==> src/rtl/button_debouncer_pkg.sv <==
// Shared types and sizing helpers for the multi-channel pushbutton conditioner.
// No datapath logic lives here; channels and top import it.
package button_debouncer_pkg;

  typedef enum logic [1:0] {
    BTN_IDLE   = 2'd0,
    BTN_HELD   = 2'd1,
    BTN_REPEAT = 2'd2
  } btn_state_t;

  localparam int SYNC_STAGES = 2;

  // Bits needed to hold the values 0..max_val inclusive.
  function automatic int cnt_width(input int max_val);
    return (max_val < 1) ? 1 : $clog2(max_val + 1);
  endfunction

  function automatic int max_of(input int a, input int b);
    return (a > b) ? a : b;
  endfunction

endpackage

==> src/rtl/button_debouncer_channel.sv <==
// One button: 2-flop sync, SAMPLES-deep agreement filter, press/hold/repeat FSM.
// Pulses land the clock after the shared tick; no backpressure, outputs are fire-and-forget.
module debounce_channel
  import button_debouncer_pkg::*;
#(
  parameter int SAMPLES      = 3,
  parameter int REPEAT_DELAY = 50,
  parameter int REPEAT_RATE  = 10,
  parameter int LONG_TICKS   = 200
) (
  input  logic clock,
  input  logic reset_n,
  input  logic tick,
  input  logic button_raw,
  input  logic repeat_en,
  output logic level,
  output logic press_pulse,
  output logic release_pulse,
  output logic repeat_pulse,
  output logic long_press
);

  localparam int HOLD_MAX = max_of(REPEAT_DELAY, LONG_TICKS);
  localparam int HOLD_W   = cnt_width(HOLD_MAX);
  localparam int REP_W    = cnt_width(REPEAT_RATE);

  localparam logic [HOLD_W-1:0] HOLD_SAT = HOLD_W'(HOLD_MAX);
  localparam logic [HOLD_W-1:0] DELAY_C  = HOLD_W'(REPEAT_DELAY);
  localparam logic [HOLD_W-1:0] LONG_C   = HOLD_W'(LONG_TICKS);
  localparam logic [REP_W-1:0]  RATE_C   = REP_W'(REPEAT_RATE);

  logic [SYNC_STAGES-1:0] sync_q;
  logic [SAMPLES-1:0]     shift_q;
  logic [SAMPLES-1:0]     shift_nxt;
  logic [HOLD_W-1:0]      hold_q;
  logic [HOLD_W-1:0]      hold_nxt;
  logic [REP_W-1:0]       rep_q;
  logic [REP_W-1:0]       rep_nxt;
  logic                   all_ones;
  logic                   all_zeros;
  btn_state_t             state;

  always_ff @(posedge clock or negedge reset_n) begin
    if (!reset_n) begin
      sync_q <= '0;
    end else begin
      sync_q <= {sync_q[SYNC_STAGES-2:0], button_raw};
    end
  end

  // Decisions look at the shift value as it will be after this tick.
  assign shift_nxt = {shift_q[SAMPLES-2:0], sync_q[SYNC_STAGES-1]};
  assign all_ones  = &shift_nxt;
  assign all_zeros = ~|shift_nxt;
  assign hold_nxt  = (hold_q == HOLD_SAT) ? hold_q : hold_q + HOLD_W'(1);
  assign rep_nxt   = rep_q + REP_W'(1);

  always_ff @(posedge clock or negedge reset_n) begin
    if (!reset_n) begin
      shift_q       <= '0;
      hold_q        <= '0;
      rep_q         <= '0;
      state         <= BTN_IDLE;
      level         <= 1'b0;
      press_pulse   <= 1'b0;
      release_pulse <= 1'b0;
      repeat_pulse  <= 1'b0;
      long_press    <= 1'b0;
    end else begin
      press_pulse   <= 1'b0;
      release_pulse <= 1'b0;
      repeat_pulse  <= 1'b0;
      if (tick) begin
        shift_q <= shift_nxt;
        case (state)
          BTN_IDLE: begin
            if (all_ones) begin
              state       <= BTN_HELD;
              level       <= 1'b1;
              press_pulse <= 1'b1;
              hold_q      <= '0;
              rep_q       <= '0;
            end
          end
          BTN_HELD, BTN_REPEAT: begin
            // Release wins over any repeat/long event landing on the same tick.
            if (all_zeros) begin
              state         <= BTN_IDLE;
              level         <= 1'b0;
              release_pulse <= 1'b1;
              long_press    <= 1'b0;
              hold_q        <= '0;
              rep_q         <= '0;
            end else begin
              hold_q <= hold_nxt;
              if (hold_nxt >= LONG_C) begin
                long_press <= 1'b1;
              end
              if (state == BTN_HELD) begin
                if (repeat_en && (hold_nxt >= DELAY_C)) begin
                  state        <= BTN_REPEAT;
                  repeat_pulse <= 1'b1;
                  rep_q        <= '0;
                end
              end else if (rep_nxt == RATE_C) begin
                // Cadence keeps running while disabled so re-enable resumes in phase.
                repeat_pulse <= repeat_en;
                rep_q        <= '0;
              end else begin
                rep_q <= rep_nxt;
              end
            end
          end
          default: begin
            state <= BTN_IDLE;
          end
        endcase
      end
    end
  end

endmodule

==> src/rtl/button_debouncer.sv <==
// NUM-channel pushbutton conditioner: shared sample prescaler feeding one debounce_channel per input.
// Press latency 2 sync clocks + up to SAMPLES*2**DIV_BITS clocks + 1; no backpressure.
module button_debouncer
  import button_debouncer_pkg::*;
#(
  parameter int NUM          = 4,
  parameter int DIV_BITS     = 20,
  parameter int SAMPLES      = 3,
  parameter int REPEAT_DELAY = 50,
  parameter int REPEAT_RATE  = 10,
  parameter int LONG_TICKS   = 200
) (
  input  logic           clock,
  input  logic           reset_n,
  input  logic [NUM-1:0] buttons_in,
  input  logic [NUM-1:0] repeat_en,
  output logic [NUM-1:0] buttons_out,
  output logic [NUM-1:0] press_pulse,
  output logic [NUM-1:0] release_pulse,
  output logic [NUM-1:0] repeat_pulse,
  output logic [NUM-1:0] long_press
);

  logic [DIV_BITS-1:0] presc_q;
  logic                tick;

  always_ff @(posedge clock or negedge reset_n) begin
    if (!reset_n) begin
      presc_q <= '0;
    end else begin
      presc_q <= presc_q + DIV_BITS'(1);
    end
  end

  assign tick = &presc_q;

  for (genvar i = 0; i < NUM; i++) begin : g_ch
    debounce_channel #(
      .SAMPLES      (SAMPLES),
      .REPEAT_DELAY (REPEAT_DELAY),
      .REPEAT_RATE  (REPEAT_RATE),
      .LONG_TICKS   (LONG_TICKS)
    ) u_ch (
      .clock         (clock),
      .reset_n       (reset_n),
      .tick          (tick),
      .button_raw    (buttons_in[i]),
      .repeat_en     (repeat_en[i]),
      .level         (buttons_out[i]),
      .press_pulse   (press_pulse[i]),
      .release_pulse (release_pulse[i]),
      .repeat_pulse  (repeat_pulse[i]),
      .long_press    (long_press[i])
    );
  end

endmodule
==> config.mk <==
export PLATFORM = sky130hd
export DESIGN_NAME = button_debouncer
export DESIGN_NICKNAME = d
export VERILOG_FILES = /design/src/rtl/button_debouncer_pkg.sv /design/src/rtl/button_debouncer_channel.sv /design/src/rtl/button_debouncer.sv
export SDC_FILE = /design/constraint.sdc
export NUM_CORES = 1
export LEC_CHECK = 0
export CAP_MARGIN = 40
export CORE_AREA = 2 2 127 129
export DETAILED_ROUTE_END_ITERATION = 6
export DIE_AREA = 0 0 129 131
export PLACE_DENSITY = 0.63
export SLEW_MARGIN = 20
export SYNTH_ARGS = -nofsm -noshare
export SYNTH_HDL_FRONTEND = slang
export SYNTH_SLANG_ARGS = --single-unit
==> constraint.sdc <==
create_clock -name clock -period 2.7 [get_ports clock]
set_input_delay 0.54 -clock clock [delete_from_list [all_inputs] [get_ports clock]]
set_output_delay 0.54 -clock clock [all_outputs]
set_load 0.02 [all_outputs]
======== After elaboration in Yosys (flattened, before gate mapping) ========
Index checks and enable logic that the tools add are counted.
storage, ports and cells
  register bits after elaboration ......... 112
  input bits .............................. 10
  output and inout bits ................... 20
  word-level logic and storage cells ...... 271
operators by class
  add/sub/neg operators ................... 9
  magnitude comparators ................... 8
  equal/unequal tests ..................... 40
  multiplexer cells ....................... 128
  reductions and logical operators ........ 45
operator list
  kind                   number
  $reduce_and 23->1      12
  $reduce_and 22->1      8
  $mux 8                 12
  $mux 4                 20
  $mux 1                 64
  $pmux 8 s2             4
  $add 8x1->8 const B    4
  $eq 8x8->1 const B     4
  $ge 8x6->1 const B     4
  $ge 8x8->1 const B     4
  $mux 2                 16
  $pmux 4 s2             4
  $ne 3x3->1 const B     8
  $add 20x1->20 const B  1
  $reduce_and 20->1      1
  $add 4x1->4 const B    4
  $eq 4x4->1 const B     4
  $ne 2x2->1 const B     8
  $ne 4x4->1 const B     4
  $pmux 2 s2             4
  $reduce_and 3->1       4
  $reduce_or 3->1        4
  $eq 2x1->1 const B     4
  $eq 2x2->1 const B     4
  other kinds (6)        24

======== Longest topological paths before layout ========
Gate-level depths: netlist of the first run.
  depth in word-level cells ............... 9
  gate-level depth with buffers ........... 8

======== Cells and area by module ========
From an unflattened synthesis of the first run, not the netlist that was laid out.
unflattened totals
  cell total of the unflattened synthesis .. 717
  area total of the unflattened synthesis .. 6583.8 um^2
modules (own cells, without submodules)
  module                               instances  cells each  area each (um^2)  seq. area each (um^2)
  debounce_channel (g_ch[0].u_ch ...)  2          157         1403.8            575.6
  debounce_channel (g_ch[2].u_ch)      1          164         1476.4            575.6
  debounce_channel (g_ch[3].u_ch)      1          166         1418.9            575.6
  button_debouncer                     1          73          880.8             500.5

======== Worst setup path before layout of the first run ========
Ideal clock, no wire load.
  path kind ............................... reg-to-reg
  start ................................... reg g_ch[3].u_ch.hold_q[0]
  end ..................................... reg g_ch[3].u_ch.rep_q[1]
  arrival ................................. 2069 ps
  data required time ...................... 2575 ps
  setup slack ............................. 507 ps
  stages on the path, launching flop included .. 8
  buffers on the path ..................... 0
  clock period less this slack ............ 2193 ps
  cells stage by stage .................... dfrtp_1 > ha_1 > and3_1 > nand4_1 > o311ai_0 > o22ai_1 > o21ai_1 > mux2_2
on the way
  cells in the longest elaborated chain, start to end .. 6
ends and longest elaborated chain
  what                                              RTL line                         source
  start: declaration                                button_debouncer_channel.sv:35   logic [HOLD_W-1:0] hold_q;
  start signal: assignment                          button_debouncer_channel.sv:95   hold_q <= hold_nxt;
  $add 8x1->8 / $eq 8x8->1 (equally long branches)  button_debouncer_channel.sv:55   assign hold_nxt = (hold_q == HOLD_SAT) ? hold_q : hold_q + HOLD_W'(1);
  $mux 8 (*)                                        button_debouncer_channel.sv:55
  $ge 8x6->1 (*)                                    button_debouncer_channel.sv:100  if (repeat_en && (hold_nxt >= DELAY_C)) begin
  $logic_and 1x1->1 (*)                             button_debouncer_channel.sv:100
  $ne 4x4->1 (no source line) (*)                   n/a
  $reduce_and 23->1 (no source line) (*)            n/a
  end signal: assignment                            button_debouncer_channel.sv:110  rep_q <= rep_nxt;
  end: declaration                                  button_debouncer_channel.sv:37   logic [REP_W-1:0] rep_q;
Mark *: on every way between the ends. The rest lies on a longest branch, timed or not.
A chain may end at the register's enable or synchronous reset.

======== Worst setup path after layout of the first run ========
Same ends and word-level chain as after synthesis.

==> impl_metrics.py, run 1 <==
metrics = {
    "clock_tree": {
        "cts_buffers": 9,
        "post_cts_resized": 0,
        "h-tree-depth": 3,
        "clock_latency_ns": 0.35,
        "post_cts_buffers": 0,
        "cts_tree": "built",
        "clk_pin_slew_ns": 0.07,
        "clockRootBuffer": "clkbuf_16",
        "ctsHoldBuffers": 0,
        "clockBufferDepth": 2,
        "clock-sinks": 112,
    },
    "synth": {
        "ys_ff_latch": 112,
        "synth-async-reset-ratio_pct": 100,
        "ys_warn_count": 0,
        "synth_nets": 807,
        "ys_types": 75,
        "synth_edf_count": 0,
        "postSynthAreaPerCell_sq_um": 9.00,
        "netlist_instances": 760,
        "ys.flop_type": "dfrtp_1",
        "ys_seq_area_share_pct": 41.0,
        "syn-cell-area_sq_um": 6840,
    },
    "place": {
        "place_congestion": 0.841,
        "placed_area_sq_um": 7230,
        "port_buffers": 29,
        "dp_hpwl_um": 10600,
    },
    "cells_and_area": {
        "final_cell_mix": "112 x dfrtp_1, 93 x nand2_1, 62 x o21ai_0",
        "antennaDiodeCount": 0,
        "design_area_sq_um": 7550,
        "num-fill-cells": 1460,
        "post-route-util_pct": 48.4,
        "drive_above_1_share_pct": 6.75,
        "layout.nets": 812,
        "final_common_cell": "dfrtp_1",
        "multi_input_area_sq_um": 3640,
        "regArea_sq_um": 2800,
        "areaGrowthSynthToFinish_pct": 10.4,
    },
    "floorplan": {
        "dieArea_sq_um": 16900,
        "pin_count": 30,
        "rows": 46,
        "dieWidth_um": 129,
        "initial_utilization_pct": 43.8,
        "core_area_sq_um": 15600,
        "die_height_um": 131,
    },
    "sta": {
        "skew_ns": 0.00791,
        "hold_viol": 0,
        "max_slew_margin_pct": 55.5,
        "fin_crit_ns": 2.43,
        "worst_slew_pin_slew_ns": 0.661,
        "period_share_pct": 89.9,
        "final-max-slew-violation-count": 0,
        "setup_viol_count_final": 0,
        "grt_setup_unrepaired": "false",
        "fin_setup_tns_ns": 0,
        "fmax_mhz": 412,
    },
    "worst_setup_path": {
        "worstSetupPathType": "reg2reg",
        "slowest_stage": "dfrtp_1",
        "crit_required_ns": 2.94,
        "cp_top_family": "compound AO/OA/AOI/OAI gates",
        "cp_data_arrival_time_ns": 2.66,
        "cp_max_fo": 7,
        "end_kind": "flop",
        "crit_chain": "ha_1 -> and3_1 -> nand3_1 -> o31ai_1 -> o22ai_1 -> o21ai_1 -> mux2_2",
        "start_kind": "flop",
        "critPathMaxStageDelay_ns": 0.47,
        "worst-path-buf-inv": 0,
    },
    "global_route": {
        "grt_max_degree": 47,
        "overflow": 0,
        "grt_pass1_wl_um": 25800,
        "grt_pass1_vias": 5381,
        "grtUsageTotal_pct": 18.7,
        "antenna_found_initial": 0,
    },
    "power_and_ir_drop": {
        "clockPowerShare_pct": 45.1,
        "power_switching_mw": 0.678,
        "ir_drop_mv": 0.352,
        "power_density_nw_per_um2": 426,
        "p_int_mw": 2.54,
        "power_frac_comb_pct": 2.5,
        "p_sw_share_pct": 21.1,
        "p_seq_share_pct": 52.4,
        "power.total_mw": 3.22,
        "p_leak_nw": 3.15,
    },
    "routing": {
        "avgViaCountPerCell": 5.64,
        "drc": 0,
        "vias": 5563,
        "drt-initial-drc-count": 437,
        "wl_per_cell_um": 15.1,
        "dr.pass1.iters": 5,
        "final_antenna_net_count": 0,
        "drt-total-wl_um": 14800,
    },
    "status": {
        "status": "finished clean",
    },
    "job": {
        "drv_cap": 0,
    },
    "worst_hold_path": {
        "hold_class": "in2async",
    },
}
-- worst paths after layout --
kind	from	endpoint	slack, ns	cells past startpoint
worst max-delay path	g_ch[3].u_ch.hold_q[0]$_DFFE_PN0P_	g_ch[3].u_ch.rep_q[1]$_DFFE_PN0P_	0.27	7
worst min-delay path	reset_n	g_ch[3].u_ch.hold_q[2]$_DFFE_PN0P_	0.17	1
worst max register to register	g_ch[3].u_ch.hold_q[0]$_DFFE_PN0P_	g_ch[3].u_ch.rep_q[1]$_DFFE_PN0P_	0.27	7
worst min register to register	g_ch[0].u_ch.sync_q[0]$_DFF_PN0_	g_ch[0].u_ch.sync_q[1]$_DFF_PN0_	0.35	0
max in group asynchronous	reset_n	presc_q[7]$_DFF_PN0_	1.76	2
min in group clock	g_ch[0].u_ch.sync_q[0]$_DFF_PN0_	g_ch[0].u_ch.sync_q[1]$_DFF_PN0_	0.35	0
-- power by group through the flow --
stage,Combinational (mW),Sequential (mW),Clock [mW]
2_1_floorplan,0.0216,1.72,0
3_3_place_gp,0.0827,1.72,0
3_5_place_dp,0.0842,1.72,0
4_1_cts,0.0848,1.69,1.49
5_1_grt,0.0944,1.69,1.55
6_report,0.0809,1.69,1.45
-- Yosys cell counts, drive strengths merged, types with 4 or more instances --
library cell | instances | area share, %
dfrtp | 112 | 41
nand2 | 94 | 5.2
o21ai | 64 | 4.7
nor2 | 54 | 3.0
nand3 | 44 | 3.2
ha | 37 | 6.8
inv | 34 | 1.9
buf | 29 | 2.9
a21oi | 27 | 2.0
xnor2 | 23 | 2.9
nor3 | 22 | 1.8
nand4 | 18 | 1.7
clkbuf | 17 | 0.97
o31ai | 16 | 1.8
xor2 | 14 | 1.8
and3 | 12 | 1.1
nand2b | 10 | 0.92
a31oi | 9 | 0.82
mux2i | 9 | 1.3
and4 | 8 | 1.0
o211ai | 8 | 0.88
nor3b | 7 | 0.84
or3 | 7 | 0.64
a22o | 5 | 0.64
mux2 | 5 | 0.82
or2 | 5 | 0.46
a21boi | 4 | 0.49
a311oi | 4 | 0.51
and2 | 4 | 0.37
-- metal layers --
| metal | up-vias | GRT usage (%) | wire length (um) |
|---|---|---|---|
| met5 | - | 0 | 0 |
| met4 | 0 | 6.97 | 305 |
| met3 | 25 | 2.24 | 448 |
| met2 | 93 | 31.1 | 7040 |
| met1 | 2722 | 25.4 | 7060 |
| li1 | 2723 | - | - |
-- cell type report --
| cell class | count | area share (%) |
|---|---|---|
| inverter | 34 | 1.69 |
| sequential | 112 | 37.1 |
| tap | 216 | 3.58 |
| clock buffer | 10 | 3.17 |
| timing repair buffer | 40 | 5.07 |
| clock inverter | 6 | 1.09 |
| multi-input combinational | 568 | 48.3 |
-- flip-flops by register name (all words and copies together) (netlist names) --
name	flops
g_ch.u_ch.sync_q	8
g_ch.u_ch.shift_q	8
g_ch.u_ch.long_press	4
g_ch.u_ch.press_pulse	4
g_ch.u_ch.level	4
g_ch.u_ch.state	8
g_ch.u_ch.hold_q	32
g_ch.u_ch.rep_q	16
presc_q	20
g_ch.u_ch.repeat_pulse	4
g_ch.u_ch.release_pulse	4
-- cell families (layout without fill, tap and decap cells) --
family | count (synthesis) | after routing | share of synthesized area (%)
AND/OR/NAND/NOR | 307 | 307 | 23.0
AO/OA/AOI/OAI | 173 | 173 | 16.6
flip-flops | 112 | 112 | 41.0
buffers and inverters | 80 | 90 | 5.76
adder cells (fa/ha/maj) | 37 | 37 | 6.77
XOR/XNOR | 37 | 37 | 4.74
multiplexers | 14 | 14 | 2.14
-- metrics by stage --
stage	hold WS, ns	std cells	setup slack, ns
after floorplan	0.244	760	0.507
after global placement	0.339	970	0.298
after detailed placement	0.338	970	0.194
after CTS	0.202	986	0.173
after global routing	0.226	986	0.0252
final	0.171	986	0.274
(Power assumes the default switching activity.)
==> inputs of run 2 (changes only) <==
- CTS_BUF_LIST: unset -> sky130_fd_sc_hd__clkbuf_8
==> run 2 against run 1 <==
Utilization fell by 0.65 points. Design area fell by 1.3%. Clock power is 22% lower. Highest routed layer unchanged. Combinational power hardly changed. Worst hold slack lost 0.045 ns. Fmax fell by 0.28%. Flip-flop and latch count unchanged. Power shrank 10%. Non-clock buffer count stayed put. Wire length fell by 0.31%. Worst setup slack worse by 0.0069 ns.
==> impl_metrics.py, run 2 (synthesis results as in run 1) <==
metrics = {
    "sta": {
        "fmax_mhz": 411,
        "grt_setup_unrepaired": "false",
        "fin_crit_ns": 2.43,
        "fin_setup_tns_ns": 0,
        "setup_viol_count_final": 0,
        "worst_slew_pin_slew_ns": 0.674,
        "hold_viol": 0,
        "max_slew_margin_pct": 54.6,
        "final-max-slew-violation-count": 0,
        "skew_ns": 0.0141,
        "period_share_pct": 90.1,
    },
    "worst_setup_path": {
        "cp_max_fo": 7,
        "cp_data_arrival_time_ns": 2.71,
        "critPathMaxStageDelay_ns": 0.48,
        "crit_required_ns": 2.98,
        "crit_chain": "ha_1 -> and3_1 -> nand3_1 -> o31ai_1 -> o22ai_1 -> o21ai_1 -> mux2_2",
        "slowest_stage": "dfrtp_1",
        "start_kind": "flop",
        "worstSetupPathType": "reg2reg",
        "cp_top_family": "compound AO/OA/AOI/OAI gates",
        "worst-path-buf-inv": 0,
        "end_kind": "flop",
    },
    "routing": {
        "vias": 5550,
        "avgViaCountPerCell": 5.63,
        "final_antenna_net_count": 0,
        "dr.pass1.iters": 5,
        "drt-total-wl_um": 14800,
        "wl_per_cell_um": 15.0,
        "drc": 0,
        "drt-initial-drc-count": 446,
    },
    "clock_tree": {
        "cts_tree": "built",
        "clk_pin_slew_ns": 0.11,
        "clockBufferDepth": 2,
        "h-tree-depth": 3,
        "clockRootBuffer": "clkbuf_8",
        "cts_buffers": 9,
        "ctsHoldBuffers": 0,
        "clock-sinks": 112,
        "clock_latency_ns": 0.39,
    },
    "cells_and_area": {
        "drive_above_1_share_pct": 6.75,
        "areaGrowthSynthToFinish_pct": 8.95,
        "layout.nets": 812,
        "reg_top3": "g_ch.u_ch.hold_q x32, presc_q x20, g_ch.u_ch.rep_q x16",
        "final_cell_mix": "112 x dfrtp_1, 93 x nand2_1, 62 x o21ai_0",
        "antennaDiodeCount": 0,
        "final_common_cell": "dfrtp_1",
        "regMostFlops": "g_ch.u_ch.hold_q",
        "final_cells": 986,
        "largest_reg_flops": 32,
    },
    "floorplan": {
        "initial_utilization_pct": 43.8,
        "rows": 46,
        "dieWidth_um": 129,
        "core_area_sq_um": 15600,
        "dieArea_sq_um": 16900,
        "die_height_um": 131,
        "pin_count": 30,
    },
    "power_and_ir_drop": {
        "p_leak_nw": 3.10,
        "ir_drop_mv": 0.199,
        "power_density_nw_per_um2": 389,
    },
    "global_route": {
        "grtUsageTotal_pct": 18.7,
        "overflow": 0,
        "grt_max_degree": 47,
        "grt_pass1_wl_um": 25700,
        "grt_pass1_vias": 5386,
        "antenna_found_initial": 0,
    },
    "place": {
        "placed_cells": 970,
        "port_buffers": 29,
        "dp_hpwl_um": 10600,
        "place_congestion": 0.841,
    },
    "status": {
        "status": "finished clean",
    },
    "job": {
        "drv_cap": 0,
    },
    "worst_hold_path": {
        "hold_class": "in2async",
    },
}
## run 2: power by group
part / switching, mW / total, mW / internal, mW
logic: 0.0559 / 0.0810 / 0.0251
registers: 0.00564 / 1.69 / 1.68
clock network: 0.582 / 1.13 / 0.544
total: 0.644 / 2.89 / 2.25
## run 2: layout make-up
type | instances | area, sq um
timing repair buffer | 40 | 383
clock buffer | 10 | 138
multi-input combinational | 568 | 3640
clock inverter | 6 | 82.6
fill | 1480 | 8150
sequential | 112 | 2800
inverter | 34 | 128
tap | 216 | 270
## run 2: per-layer routing
layer / up-vias / wire [um] / part of all wire, % / track usage, %
met5: - / 0 / 0 / 0
met4: 0 / 221 / 1.5 / 7.23
met3: 16 / 413 / 2.8 / 2.44
met2: 95 / 7090 / 48 / 30.9
met1: 2717 / 7080 / 48 / 25.3
li1: 2722 / - / - / -
## run 2: worst reg2reg max path: cells and delay by family, from the launching register on
kind	cells	cell delay, ns
multiplexers	1	0.36
flip-flops	1	0.48
AND/OR/NAND/NOR	2	0.45
adder cells (fa/ha/maj)	1	0.31
AO/OA/AOI/OAI	3	0.71
## run 2: per-stage QoR
stage               worst slack, ns  hold WS [ns]  total power [mW]  util (%)  area [sq um]
floorplan                     0.507         0.244              1.74         -          6840
global placement              0.298         0.339              1.80      46.3          7230
detailed placement            0.194         0.338              1.81      46.3          7230
CTS                           0.166         0.147              2.94      47.8          7450
global route                 0.0229         0.171              3.01      47.8          7450
finish                        0.267         0.126              2.89      47.8          7450
## run 2: final timing paths
path	depth (start not counted)	from	slack, ns	endpoint
worst max-delay path	7	g_ch[3].u_ch.hold_q[0]$_DFFE_PN0P_	0.27	g_ch[3].u_ch.rep_q[1]$_DFFE_PN0P_
worst min-delay path	1	reset_n	0.13	g_ch[3].u_ch.hold_q[2]$_DFFE_PN0P_
worst max register to register	7	g_ch[3].u_ch.hold_q[0]$_DFFE_PN0P_	0.27	g_ch[3].u_ch.rep_q[1]$_DFFE_PN0P_
worst min register to register	0	g_ch[0].u_ch.sync_q[0]$_DFF_PN0_	0.36	g_ch[0].u_ch.sync_q[1]$_DFF_PN0_
max in group asynchronous	2	reset_n	1.80	presc_q[7]$_DFF_PN0_
min in group clock	0	g_ch[0].u_ch.sync_q[0]$_DFF_PN0_	0.36	g_ch[0].u_ch.sync_q[1]$_DFF_PN0_
## run 2: repair_timing
item | 4_1_cts | 5_1_grt
endpoints found under the setup margin | 0 | 1
gates resized for setup | 0 | 1
buffers inserted | 0 | 0
